==> src/rtl/apple_bus_sequencer_pkg.sv <==
// apple_bus_sequencer_pkg: shared S-state encoding and bus-cycle length constants
package apple_bus_sequencer_pkg;
   typedef logic [2:0] bus_state_t;
   localparam bus_state_t S_IDLE      = 3'd0;
   localparam bus_state_t S_FIRST     = 3'd1;
   localparam bus_state_t S_SAMPLE_LO = 3'd4;
   localparam bus_state_t S_SAMPLE_HI = 3'd5;
   localparam bus_state_t S_SAT       = 3'd7;
   localparam logic [4:0] NORMAL_INTERVAL  = 5'd7;
   localparam logic [4:0] STRETCH_INTERVAL = 5'd8;
   function automatic logic in_sample_win(input bus_state_t s);
      return s == S_SAMPLE_LO || s == S_SAMPLE_HI;
   endfunction
endpackage

==> src/rtl/apple_bus_lock_mon.sv <==
// apple_bus_lock_mon: PHI1 interval counter, lock qualification and bus-clock timeout
import apple_bus_sequencer_pkg::*;
module apple_bus_lock_mon #(
   parameter int LOCK_CYCLES  = 2,
   parameter int LOCK_TIMEOUT = 16
) (
   input  logic clk,
   input  logic rst,
   input  logic rise,
   input  logic phi0seen,
   output logic locked,
   output logic timeout,
   output logic stretched
);
   localparam int GW = $clog2(LOCK_CYCLES + 1);
   localparam logic [GW-1:0] GMAX = GW'(LOCK_CYCLES);
   localparam logic [4:0] TMAX = 5'(LOCK_TIMEOUT);
   logic [4:0] t;
   logic [GW-1:0] gc, gc_nx;
   logic good;
   assign good = phi0seen & (t == NORMAL_INTERVAL | t == STRETCH_INTERVAL);
   assign gc_nx = (gc == GMAX) ? GMAX : gc + 1'b1;
   assign timeout = ~rise & (t == TMAX);
   assign stretched = rise & (t == STRETCH_INTERVAL);
   always_ff @(posedge clk or posedge rst)
      if (rst) begin
         t      <= '0;
         gc     <= '0;
         locked <= 1'b0;
      end else if (rise) begin
         t      <= 5'd1;
         gc     <= good ? gc_nx : '0;
         locked <= good & (gc_nx == GMAX);
      end else begin
         t <= (t == 5'd31) ? t : t + 1'b1;
         if (timeout) begin
            gc     <= '0;
            locked <= 1'b0;
         end
      end
endmodule

==> src/rtl/apple_bus_sequencer.sv <==
// apple_bus_sequencer: locks to PHI1 on C7M and emits S state, drive/sample windows and refresh slot
import apple_bus_sequencer_pkg::*;
module apple_bus_sequencer #(
   parameter int REF_PERIOD   = 13,
   parameter int LOCK_CYCLES  = 2,
   parameter int LOCK_TIMEOUT = 16
) (
   input  logic       C7M,
   input  logic       RES,
   input  logic       PHI1,
   output logic [2:0] S,
   output logic       PHI0seen,
   output logic       Locked,
   output logic       DrvEn,
   output logic       SampleWin,
   output logic       RefSlot,
   output logic       Stretch
);
   localparam int RW = $clog2(REF_PERIOD);
   localparam logic [RW-1:0] REF_LAST = RW'(REF_PERIOD - 1);
   logic phi1reg, rise, sync, timeout, stretched;
   logic [RW-1:0] refcnt;
   assign rise = PHI1 & ~phi1reg;
   assign sync = rise & PHI0seen;
   assign SampleWin = in_sample_win(S);
   apple_bus_lock_mon #(
      .LOCK_CYCLES (LOCK_CYCLES),
      .LOCK_TIMEOUT(LOCK_TIMEOUT)
   ) u_lock (
      .clk      (C7M),
      .rst      (RES),
      .rise     (rise),
      .phi0seen (PHI0seen),
      .locked   (Locked),
      .timeout  (timeout),
      .stretched(stretched)
   );
   always_ff @(posedge C7M or posedge RES)
      if (RES) begin
         phi1reg  <= 1'b0;
         S        <= S_IDLE;
         PHI0seen <= 1'b0;
         DrvEn    <= 1'b0;
         RefSlot  <= 1'b0;
         Stretch  <= 1'b0;
         refcnt   <= '0;
      end else begin
         phi1reg  <= PHI1;
         PHI0seen <= ~timeout & (PHI0seen | ~PHI1);
         S        <= sync ? S_FIRST : timeout ? S_IDLE : (S == S_IDLE || S == S_SAT) ? S : S + 3'd1;
         DrvEn    <= S[2];
         Stretch  <= stretched & Locked;
         RefSlot  <= sync ? ((refcnt == '0) & Locked) : (RefSlot & (S == S_FIRST));
         if (S == 3'd3)
            refcnt <= (refcnt == REF_LAST) ? '0 : refcnt + 1'b1;
      end
endmodule

==> config.mk <==
export PLATFORM = sky130hd
export DESIGN_NAME = apple_bus_sequencer
export DESIGN_NICKNAME = d
export VERILOG_FILES = /design/src/rtl/apple_bus_sequencer_pkg.sv /design/src/rtl/apple_bus_lock_mon.sv /design/src/rtl/apple_bus_sequencer.sv
export SDC_FILE = /design/constraint.sdc
export NUM_CORES = 1
export LEC_CHECK = 0
export BUFFER_PORTS_ARGS = -buffer_cell sky130_fd_sc_hd__buf_2
export CORE_MARGIN = 8
export CORE_UTILIZATION = 50
export CTS_CLUSTER_DIAMETER = 80
export DETAILED_ROUTE_END_ITERATION = 12
export HOLD_SLACK_MARGIN = 0.06
export PLACE_DENSITY = 0.8
export RECOVER_POWER = 25
export SYNTH_ARGS = -nofsm -noshare
export SYNTH_HDL_FRONTEND = slang
export SYNTH_SLANG_ARGS = --single-unit
==> constraint.sdc <==
create_clock -name C7M -period 2 [get_ports C7M]
set_input_delay 0.1 -clock C7M [delete_from_list [all_inputs] [get_ports C7M]]
set_output_delay 0.1 -clock C7M [all_outputs]
set_load 0.1 [all_outputs]
# Yosys cells after proc, flatten, opt, wreduce, memory -nomap -nowiden
# Index checks and enable logic that the tools add are counted.
[word_totals] reg_bits=20 elab_cells=62 out_inout_bits=9
[classes] reduce_logical=5 eq_ne=14 n_addsub=4 bitwise=16 mux=13
[op_table] op="1-bit AND" n=10
[op_table] op="5-bit == test (second input constant)" n=2
[op_table] op="5-bit two-way mux" n=2
[op_table] op="3-bit == test (second input constant)" n=3
[op_table] op="3-bit two-way mux" n=3
[op_table] op="2-bit two-way mux" n=4
[op_table] op="5-bit by 1-bit adder with 5-bit output (second input constant)" n=1
[op_table] op="5-bit by 3-bit == test with 1-bit output (second input constant)" n=1
[op_table] op="5-bit by 4-bit == test with 1-bit output (second input constant)" n=1
[op_table] op="4-bit by 1-bit adder with 4-bit output (second input constant)" n=1
[op_table] op="2-bit == test (second input constant)" n=2
[op_table] op="4-bit == test (second input constant)" n=1
[op_table] op="4-bit logical NOT" n=1
[op_table] op="4-bit two-way mux" n=1
[op_table] op="1-bit inverter" n=4
[op_table] op="3-bit by 1-bit adder with 3-bit output (second input constant)" n=1
[op_table] op="3-bit by 1-bit == test with 1-bit output (second input constant)" n=1
[op_table] op="3-bit by 2-bit == test with 1-bit output (second input constant)" n=1
[op_table] op="3-bit logical NOT" n=1
[op_table] op="1-bit two-way mux" n=3
[op_table] op="3-bit by 2-bit != test with 1-bit output (second input constant)" n=1
[op_table] op="2-bit by 1-bit adder with 2-bit output (second input constant)" n=1
[op_table] op="1-bit logical OR" n=2
[op_table] op="2-bit != test (second input constant)" n=1
[op_table] op="other kinds (2)" n=3

# Depth between registers and ports, before layout
# Gate-level depths: netlist of the first run.
[logic_depth] ltp_word=6 ltp_mapped=6 mapped_depth_nobuf=6

# Cells and area by module
# From an unflattened synthesis of the first run, not the netlist that was laid out.
[unflattened] cells_unflattened=98 area_unflattened_um2=1023.5
[by_module_without_submodules] mod="apple_bus_sequencer" cells_per_inst=57 seq_area_each_um2=300.3 instances=1 area_per_inst_um2=598.1
[by_module_without_submodules] mod="apple_bus_lock_mon" cells_per_inst=41 seq_area_each_um2=175.2 instances=1 area_per_inst_um2=425.4

# Worst setup path before layout of the first run
# OpenSTA, ideal clock, no wires.
[synth_timing] path_kind="flip-flop to output port" startpoint="register S[2]" endpoint="output port SampleWin" arrival_time_ns=2.455 path_stages_with_launch=3 setup_slack_ns=-0.555 path_buffers=0 required_ns=1.900 cell_sequence="dfrtp_1 inv_1 nor2_1"
[synth_between] elab_chain_len=2
[synth_rtl] element="start: declaration" line_no="apple_bus_sequencer.sv:11" text="output logic [2:0] S,"
[synth_rtl] element="start signal: assignment" line_no="apple_bus_sequencer.sv:50" text="S <= sync ? S_FIRST : timeout ? S_IDLE : (S == S_IDLE || S == S_SAT) ? S : S + 3'd1;"
[synth_rtl] element="3-bit == test" line_no="apple_bus_sequencer_pkg.sv:12" text="return s == S_SAMPLE_LO || s == S_SAMPLE_HI;"
[synth_rtl] element="1-bit logical OR *" line_no="apple_bus_sequencer_pkg.sv:12"
[synth_rtl] element="end: declaration" line_no="apple_bus_sequencer.sv:15" text="output logic SampleWin,"
# Every way passes the cells marked *; elsewhere a longest branch is shown, timed or not.

# Worst setup path after layout of the first run
[layout_timing] startpoint="register u_lock.t[0]" endpoint="register u_lock.t[3]"
[layout_between] elab_chain_len=3
[layout_rtl] element="start: declaration" line_no="apple_bus_lock_mon.sv:18" text="logic [4:0] t;"
[layout_rtl] element="start signal: assignment" line_no="apple_bus_lock_mon.sv:35" text="t <= (t == 5'd31) ? t : t + 1'b1;"
[layout_rtl] element="5-bit by 1-bit adder with 5-bit output" line_no="apple_bus_lock_mon.sv:35"
[layout_rtl] element="5-bit two-way mux" line_no="apple_bus_lock_mon.sv:35"
[layout_rtl] element="5-bit two-way mux" line_no="apple_bus_lock_mon.sv:30" text="end else if (rise) begin"
# Parallel ways exist; a longest one is shown, timed or not. The select of a mux whose other input is x is not followed.
# A chain may end at the register's enable or synchronous reset.

==> results.py, run 1 <==
metrics = {
    "clock_tree": {
        "cts_buffers": 3,
        "clkLatencyLatePin_ns": 0.29,
        "clockRootBuffer": "clkbuf_4",
        "cts_max_path_buffers": 2,
        "cts.htree.levels": 1,
        "cts_resized": 0,
        "hold_buffers": 2,
        "cts_sinks": 19,
        "clk_pin_slew_ns": 0.10,
        "post-cts-setup-buffers": 0,
        "cts_tree": "done",
    },
    "synth": {
        "synth_top_cells_by_count": "19 x dfrtp_1, 12 x inv_1, 10 x ha_1",
        "netlist_instances": 95,
        "synth_top_family_by_area": "simple AND/OR/NAND/NOR gates",
        "yosysMostFrequentCell": "dfrtp_1",
        "synthesis.area_um2": 1040,
        "ys_seq_area_share_pct": 45.5,
        "synthMuxAreaShare_pct": 4.19,
        "yosys.area_share.xor_xnor_pct": 3.35,
        "synth.avg_cell_area_um2": 11.0,
        "ys_top_cells_by_area": "dfrtp_1 46%, ha_1 12%, inv_1 4.3%, mux2i_1 2.9%, o21ai_0 2.9%",
        "ys_async_sr_fraction_pct": 100,
        "yosys.area_share.simple_pct": 17.6,
        "synth_flop_cell": "dfrtp_1",
        "synth_fp_nets": 108,
        "synth_top_area_share_pct": 45.5,
        "synth_cell_types": 30,
        "yosys_warnings": 0,
        "synth_fa_ha_area_share_pct": 12.0,
        "synth_top_area_cell": "dfrtp_1",
        "ys_ff_latch": 19,
        "synth_compound_area_share_pct": 12.0,
        "synth_edf_count": 0,
    },
    "floorplanning": {
        "core_um2": 1960,
        "die_w_um": 61.7,
        "row_count": 16,
        "die_h_um": 61.7,
        "io_pins": 12,
        "initial_core_util_pct": 53.3,
        "die-area_um2": 3810,
    },
    "worst_setup_path": {
        "r2r_cells": 6,
        "cp-endpoint": "u_lock.t[3]$_DFFE_PP0P_",
        "end_kind": "register",
        "cp.arrival_ns": 1.80,
        "r2r_end": "u_lock.t[3]$_DFFE_PP0P_",
        "crit_required_ns": 2.17,
        "r2r-start": "u_lock.t[0]$_DFFE_PP0P_",
        "critical_path_peak_fanout": 5,
        "startpoint": "u_lock.t[0]$_DFFE_PP0P_",
        "crit_type": "reg -> reg",
        "start_kind": "register",
        "reg2reg_slack_ns": 0.36,
    },
    "timing": {
        "fin_crit_sh_pct": 81.8,
        "tightest_slew_ns": 0.696,
        "grt_setup_unrepaired": "no",
        "max_clock_freq_mhz": 611,
        "hold_viol_final": 0,
        "slew_violations": 0,
        "maxSlewHeadroom_pct": 53.6,
        "finClkSkew_ns": 0.00186,
        "min_period_ns": 1.64,
        "layout_setup_ws_ns": 0.364,
        "final-setup-viol-count": 0,
    },
    "power_and_ir_drop": {
        "power_leakage_nw": 0.569,
        "vdd_drop_max_mv": 1.05,
        "p_per_area_nw_per_um2": 1500,
        "fin_total_pwr_w": 0.00176,
    },
    "grt": {
        "overflow": 0,
        "grt_use_total_pct": 10.4,
        "grt_antenna_before_repair": 0,
        "grt_pass1_wl_mm": 2.90,
        "grt_pass1_vias": 706,
        "grt_start_max_net_pins": 20,
    },
    "drt": {
        "ant_nets": 0,
        "dr.pass1.iters": 4,
        "routed_wl_mm": 1.74,
        "vias_per_cell": 5.27,
        "dr.first_iter.drc_count": 5,
        "vias": 727,
        "drc": 0,
        "post_drt_wl_per_cell_um": 12.6,
    },
    "flow_run": {
        "drv_cap": 0,
    },
    "final_layout": {
        "nets": 125,
        "diodes": 0,
        "fillerInstances": 173,
        "drive_above_1_share_pct": 19.8,
        "area_delta_synth_final_pct": 12.5,
    },
    "hold_path": {
        "min_path_type": "in -> async",
    },
    "outcome": {
        "status": "completed",
    },
    "place": {
        "port_buffers": 11,
        "dp_slack_ns": 0.374,
        "globalplace.congestion": 0.778,
        "dp_hpwl_mm": 1.35,
    },
}
metal layers:
layer | up-vias | wire length (um) | global-route usage [%]
met5 | - | 0 | 0
met4 | 0 | 22 | 3.25
met3 | 4 | 96 | 4.94
met2 | 10 | 859 | 18.3
met1 | 351 | 758 | 10.7
li1 | 362 | - | -
layout by cell type, fill, tap and decap left out, types with 2 or more instances in the layout:
cell / instances
nand2_1: 5
dfrtp_1: 19
nand3_1: 2
nor2_1: 6
inv_1: 12
nand2b_1: 2
xor2_1: 2
dlygate4sd3_1: 2
nand3b_1: 2
a21oi_1: 4
a211oi_2: 2
clkbuf_1: 2
xnor2_1: 2
a32o_1: 2
o21ai_0: 6
ha_1: 10
clkbuf_4: 3
mux2i_1: 3
buf_2: 10
through the flow:
stage | util [%] | setup TNS, ns | area [um2] | cells | hold WS (ns)
2_1_floorplan | - | -0.0281 | 1050 | 95 | 0.0511
3_3_place_gp | 57.6 | 0 | 1130 | 132 | 0.243
3_5_place_dp | 57.6 | 0 | 1130 | 132 | 0.249
4_1_cts | 59.9 | 0 | 1180 | 138 | 0.465
5_1_grt | 59.9 | 0 | 1170 | 138 | 0.517
6_report | 59.9 | 0 | 1170 | 138 | 0.441
critical path, stage by stage, from the launching register on:
cell      delay (ns)
dfrtp_1         0.43
ha_1            0.23
and3_1          0.19
ha_1            0.26
nand4b_1        0.21
xor2_1          0.14
nor2_1          0.05
worst min-delay path by stage:
stage | startpoint | to | slack [ns]
finish | RES | u_lock.t[4]$_DFFE_PP0P_ | 0.44
global route | RES | u_lock.gc[0]$_DFFE_PP0P_ | 0.52
CTS | RES | u_lock.gc[0]$_DFFE_PP0P_ | 0.47
detailed placement | RES | u_lock.t[4]$_DFFE_PP0P_ | 0.25
global placement | RES | phi1reg$_DFF_PP0_ | 0.24
floorplan | RES | DrvEn$_DFF_PP0_ | 0.05
cell type report:
type                            instances  area (um2)  share of cell area [%]
Clock buffer                            4        26.3                    2.24
Inverter                               12        45.0                    3.83
Multi-Input combinational cell         63         520                    44.3
Sequential cell                        19         475                    40.5
Tap cell                               27        33.8                    2.88
Timing Repair Buffer                   13        73.8                    6.28
flip-flops by register name, summed over array words and instances (netlist names):
register	flops
DrvEn	1
S	3
u_lock.gc	2
Stretch	1
refcnt	4
u_lock.t	5
phi1reg	1
RefSlot	1
PHI0seen	1
power by group:
group	internal (W)	switching, W
Clock	0.0000776	0.000110
Sequential	0.000497	0.000133
Combinational	0.000288	0.000652
logic make-up (layout without fill, tap and decap cells):
logic type      after synthesis  in the layout
flops                        19             19
compound gates               17             17
xor+xnor                      4              4
buf+inv                      13             29
mux                           4              4
simple gates                 28             28
fa+ha+maj                    10             10
No activity file was read; power rests on OpenSTA's default activity.
==> run 2: changes to the inputs <==
Settings changed: ABC_AREA set to 1, PLACE_DENSITY 0.8 to 0.83.
Clock period 2 ns to 1.5 ns, I/O delays scaled along.
==> run 2 against run 1 <==
  * Area after synthesis decreased by 0.36%
  * Worst setup slack got worse by 0.31 ns
  * Total power increased by 36%
  * Critical path depth decreased by 4
  * Core utilization increased by 2.6 points
  * Sequential share of layout area decreased by 0.73 points
  * Register-to-register slack got worse by 0.30 ns
  * Global-route usage increased by 1.5 points
  * Hold slack got worse by 0.12 ns
==> results.py, run 2 <==
metrics = {
    "synth": {
        "synth_top_area_share_pct": 45.7,
        "ys_top_cells_by_area": "dfrtp_1 46%, ha_1 12%, nand2_1 8.3%, inv_1 7.6%, nand3_1 4.8%",
        "synthesis.area_um2": 1040,
        "synth_cell_types": 19,
        "synth_edf_count": 0,
        "synth_fp_nets": 136,
        "synth_top_area_cell": "dfrtp_1",
        "yosys_warnings": 0,
        "synth_flop_cell": "dfrtp_1",
        "synth.avg_cell_area_um2": 8.46,
        "yosysMostFrequentCell": "nand2_1",
        "synth_top_cells_by_count": "23 x nand2_1, 21 x inv_1, 19 x dfrtp_1",
        "netlist_instances": 123,
        "ys_seq_area_share_pct": 45.7,
        "ys_ff_latch": 19,
        "ys_async_sr_fraction_pct": 100,
    },
    "place": {
        "globalplace.congestion": 0.780,
        "port_buffers": 11,
        "placed_area_um2": 1160,
        "dp_hpwl_mm": 1.53,
    },
    "final_layout": {
        "final_util_pct": 62.4,
        "drive_above_1_share_pct": 25.9,
        "fillerInstances": 169,
        "largest_reg_flops": 5,
        "final_cell_mix": "23 x nand2_1, 21 x inv_1, 14 x dfrtp_1",
        "regArea_um2": 487,
        "reg.largest.list": "u_lock.t (5), refcnt (4), S (3)",
        "fin_area_um2": 1220,
        "top_register": "u_lock.t",
        "nets": 157,
        "diodes": 0,
        "multi_input_area_um2": 498,
        "area_delta_synth_final_pct": 17.7,
        "final_common_cell": "nand2_1",
    },
    "floorplanning": {
        "core_um2": 1960,
        "row_count": 16,
        "die_h_um": 61.6,
        "initial_core_util_pct": 53.1,
        "io_pins": 12,
        "die-area_um2": 3800,
        "die_w_um": 61.6,
    },
    "clock_tree": {
        "clkLatencyLatePin_ns": 0.31,
        "clk_pin_slew_ns": 0.12,
        "cts_buffers": 3,
        "cts.htree.levels": 1,
        "clockRootBuffer": "clkbuf_4",
        "cts_sinks": 19,
        "cts_tree": "done",
        "cts_max_path_buffers": 2,
    },
    "timing": {
        "min_period_ns": 1.45,
        "finClkSkew_ns": 0.00548,
        "final-setup-viol-count": 0,
        "totalNegativeSetupSlack_ns": 0,
        "maxSlewHeadroom_pct": 67.4,
        "tightest_slew_ns": 0.492,
        "max_clock_freq_mhz": 691,
        "whs_ns": 0.324,
        "fin_crit_sh_pct": 96.5,
        "slew_violations": 0,
        "hold_viol_final": 0,
    },
    "drt": {
        "ant_nets": 0,
        "vias": 851,
        "dr.first_iter.drc_count": 29,
        "vias_per_cell": 5.01,
        "post_drt_wl_per_cell_um": 12.1,
        "drc": 0,
        "dr.pass1.iters": 4,
        "routed_wl_mm": 2.05,
    },
    "grt": {
        "grt_antenna_before_repair": 0,
        "grt_start_max_net_pins": 20,
        "overflow": 0,
        "grt_pass1_wl_mm": 3.35,
        "grt_use_total_pct": 11.9,
        "grt_pass1_vias": 835,
    },
    "power_and_ir_drop": {
        "fin_total_pwr_w": 0.00238,
        "vdd_drop_max_mv": 1.36,
        "p_per_area_nw_per_um2": 1950,
        "power_leakage_nw": 0.633,
    },
    "worst_setup_path": {
        "crit_type": "reg -> out",
        "end_kind": "output pin",
        "crit_required_ns": 1.42,
        "cp.arrival_ns": 1.37,
        "start_kind": "register",
        "r2r-start": "S[0]$_DFFE_PP0P_",
        "cp_cell_sequence": "nor2_4 > buf_2",
        "slowest_delay_ns": 0.53,
        "slowest_stage": "dfrtp_4",
        "startpoint": "S[1]$_DFFE_PP0P_",
        "critical_path_peak_fanout": 5,
    },
    "hold_path": {
        "min_path_type": "in -> async",
    },
    "outcome": {
        "status": "completed",
    },
    "flow_run": {
        "drv_cap": 0,
    },
}
-- run 2: changes by cell type in the layout (fill, tap and decap cells not counted), sizes merged, moves of 3 or more --
cell,change
nor2,+7
nand2,+21
buf,+3
nor2b,-3
nand3,+10
mux2i,-4
inv,+10
-- run 2: kinds of logic after synthesis --
| family | share of synthesized area [%] |
|---|---|
| compound gates | 9.14 |
| buf+inv | 7.93 |
| fa+ha+maj | 12.0 |
| flops | 45.7 |
| simple gates | 25.2 |
-- run 2: routing by layer --
layer	up-vias	GRT usage, %	wire (um)
met4	0	6.82	42
met5	-	0	0
li1	431	-	-
met1	394	12.9	873
met3	5	3.13	130
met2	21	20.5	1010
-- run 2: layout make-up --
class | instances | share of cell area, %
clock buffer | 3 | 1.84
clock inverter | 1 | 0.409
inverter | 22 | 6.74
multi-input combinational | 82 | 40.7
sequential | 19 | 39.7
tap | 27 | 2.76
timing repair buffer | 16 | 7.87
-- run 2: path summary, 6_finish.rpt --
path                                         end  cells past startpoint  slack (ns)
max reg2reg                refcnt[3]$_DFFE_PP0N_                      7        0.06
min                              DrvEn$_DFF_PP0_                      4        0.32
max in group asynchronous       S[1]$_DFFE_PP0P_                      4        0.95
min reg2reg                      DrvEn$_DFF_PP0_                      0        0.44
max                                    SampleWin                      2        0.05
min in group C7M                 DrvEn$_DFF_PP0_                      0        0.44
-- run 2: worst max-delay path: cells and delay by family, from the launching register on --
kind,cells,cell delay [ns]
flops,1,0.53
simple gates,1,0.11
buf+inv,1,0.42
-- run 2: power by group --
part	leakage (nW)	switching (W)	internal (W)
Sequential	0.231	0.000173	0.000694
Combinational	0.384	0.000888	0.000355
Clock	0.0177	0.000174	0.0000997
Total	0.633	0.00123	0.00115
-- run 2: stage by stage --
stage,worst slack (ns),instances
2_1_floorplan,-0.0134,123
3_3_place_gp,0.117,162
3_5_place_dp,0.0402,162
4_1_cts,0.0156,168
5_1_grt,-0.0119,170
6_report,0.0526,170
-- run 2: repair_timing --
action,4_1_cts,5_1_grt
endpoints found under the hold margin,20,0
resized for setup,0,3
setup endpoints to repair,0,3
hold buffers,2,0
setup buffers,0,2
==> run 3: changes to the inputs <==
Settings changed: CORE_UTILIZATION 50 to 40, PLACE_DENSITY 0.83 to 0.7, TNS_END_PERCENT set to 5.
==> run 3 against run 2 <==
  * Clock skew is 0.0092 ns higher
  * Total power is 1.4% lower
  * Core utilization is 13 points lower
  * Flip-flop and latch count stayed put
  * Cell count is 0.59% higher
  * Die area is 18% higher
  * Sequential share of layout area hardly changed
  * Clock power is 4% lower
  * Largest cell class unchanged
  * Largest power group unchanged
==> results.py, run 3 (same netlist as run 2, synthesis figures left out) <==
metrics = {
    "outcome": {
        "status": "completed",
    },
    "final_layout": {
        "largest_reg_flops": 5,
        "fin_area_um2": 1220,
        "regArea_um2": 485,
        "top_register": "u_lock.t",
        "area_delta_synth_final_pct": 17.3,
        "reg.largest.list": "u_lock.t (5), refcnt (4), S (3)",
        "nets": 155,
        "final_cell_mix": "23 x nand2_1, 21 x inv_1, 15 x dfrtp_1",
        "multi_input_area_um2": 510,
        "final_common_cell": "nand2_1",
        "diodes": 0,
        "drive_above_1_share_pct": 24.1,
        "fin_cells": 171,
        "fillerInstances": 253,
    },
    "power_and_ir_drop": {
        "clkPwrFrac_pct": 11.2,
        "power_frac_comb_pct": 51.6,
        "power_leakage_nw": 0.620,
        "p_int_w": 0.00113,
        "swShare_pct": 51.8,
        "vdd_drop_max_mv": 1.64,
        "power.net_switching_w": 0.00122,
        "fin_total_pwr_w": 0.00235,
        "p_per_area_nw_per_um2": 1920,
        "seq_power_share_pct": 37.2,
    },
    "timing": {
        "hold_viol_final": 0,
        "whs_ns": 0.241,
        "min_period_ns": 1.41,
        "totalNegativeSetupSlack_ns": 0,
        "max_clock_freq_mhz": 709,
        "tightest_slew_ns": 0.670,
        "fin_crit_sh_pct": 94.0,
        "slew_violations": 0,
        "maxSlewHeadroom_pct": 55.4,
        "final-setup-viol-count": 0,
        "finClkSkew_ns": 0.0147,
        "grt_setup_unrepaired": "no",
    },
    "floorplanning": {
        "die-area_um2": 4490,
        "io_pins": 12,
        "die_w_um": 67.0,
        "die_h_um": 67.0,
        "core_um2": 2480,
        "row_count": 18,
        "initial_core_util_pct": 42.0,
    },
    "clock_tree": {
        "cts_buffers": 3,
        "clkLatencyLatePin_ns": 0.31,
        "cts_tree": "done",
        "cts_sinks": 19,
        "post-cts-setup-buffers": 0,
        "clk_pin_slew_ns": 0.12,
        "cts_max_path_buffers": 2,
        "clockRootBuffer": "clkbuf_4",
        "cts.htree.levels": 1,
    },
    "worst_setup_path": {
        "crit_type": "reg -> out",
        "crit_required_ns": 1.42,
        "cp.arrival_ns": 1.34,
        "startpoint": "S[1]$_DFFE_PP0P_",
        "r2r-start": "S[0]$_DFFE_PP0P_",
        "end_kind": "output pin",
        "critical_path_peak_fanout": 5,
        "start_kind": "register",
    },
    "drt": {
        "vias": 818,
        "ant_nets": 0,
        "routed_wl_mm": 1.96,
        "drc": 0,
        "post_drt_wl_per_cell_um": 11.5,
        "vias_per_cell": 4.78,
        "dr.first_iter.drc_count": 50,
        "dr.pass1.iters": 4,
    },
    "place": {
        "placed_area_um2": 1160,
        "globalplace.congestion": 0.770,
        "port_buffers": 11,
        "dp.cells": 165,
        "dp_hpwl_mm": 1.49,
    },
    "grt": {
        "overflow": 0,
        "grt_antenna_before_repair": 0,
        "grt_pass1_vias": 812,
        "grt_use_total_pct": 9.97,
        "grt_pass1_wl_mm": 3.41,
        "grt_start_max_net_pins": 13,
    },
    "flow_run": {
        "drv_cap": 0,
    },
    "hold_path": {
        "min_path_type": "in -> async",
    },
}
[run 3: cell type report]
class	instances	area share, %
Clock buffer	3	1.84
Clock inverter	1	0.410
Inverter	22	6.76
Multi-Input combinational cell	82	41.8
Sequential cell	19	39.8
Tap cell	30	3.07
Timing Repair Buffer	14	6.35
[run 3: worst max-delay path, stage by stage, from the launching register on]
cell and delay (ns):
dfrtp_4 0.52, nor2_4 0.10, buf_2 0.42
[run 3: per-layer routing]
layer / vias up / track usage (%) / routed length, um
met4: 0 / 3.92 / 7
met1: 378 / 10.3 / 875
met5: - / 0 / 0
li1: 426 / - / -
met2: 12 / 17.2 / 965
met3: 2 / 4.53 / 111
[run 3: metrics by stage]
stage	utilization, %	worst slack (ns)
2_1_floorplan	-	-0.0134
3_3_place_gp	46.8	0.111
3_5_place_dp	46.8	0.0514
4_1_cts	48.7	0.0327
5_1_grt	49.3	0.00793
6_report	49.3	0.0896
[run 3: repair_timing]
| action | 4_1_cts | 5_1_grt |
|---|---|---|
| hold buffers | 2 | 0 |
| resized for setup | 0 | 5 |
| hold endpoints to repair | 20 | 0 |
| endpoints found under the setup margin | 0 | 4 |
[run 3: path summary, 6_finish.rpt]
kind	endpoint	slack, ns	cells after the start
worst max register to register	S[2]$_DFFE_PP0P_	0.12	5
worst min-delay path	DrvEn$_DFF_PP0_	0.24	3
worst max-delay path	SampleWin	0.09	2
max in group asynchronous	u_lock.gc[1]$_DFFE_PP0P_	0.33	4
worst min register to register	DrvEn$_DFF_PP0_	0.44	0
min in group C7M	DrvEn$_DFF_PP0_	0.44	0
[run 3: power groups by stage]
stage	combinational, W	clock (W)	sequential, W
2_1_floorplan	0.000652	0	0.00120
3_3_place_gp	0.00116	0	0.000871
3_5_place_dp	0.00121	0	0.000875
4_1_cts	0.00122	0.000280	0.000866
5_1_grt	0.00135	0.000305	0.000908
6_report	0.00121	0.000263	0.000875
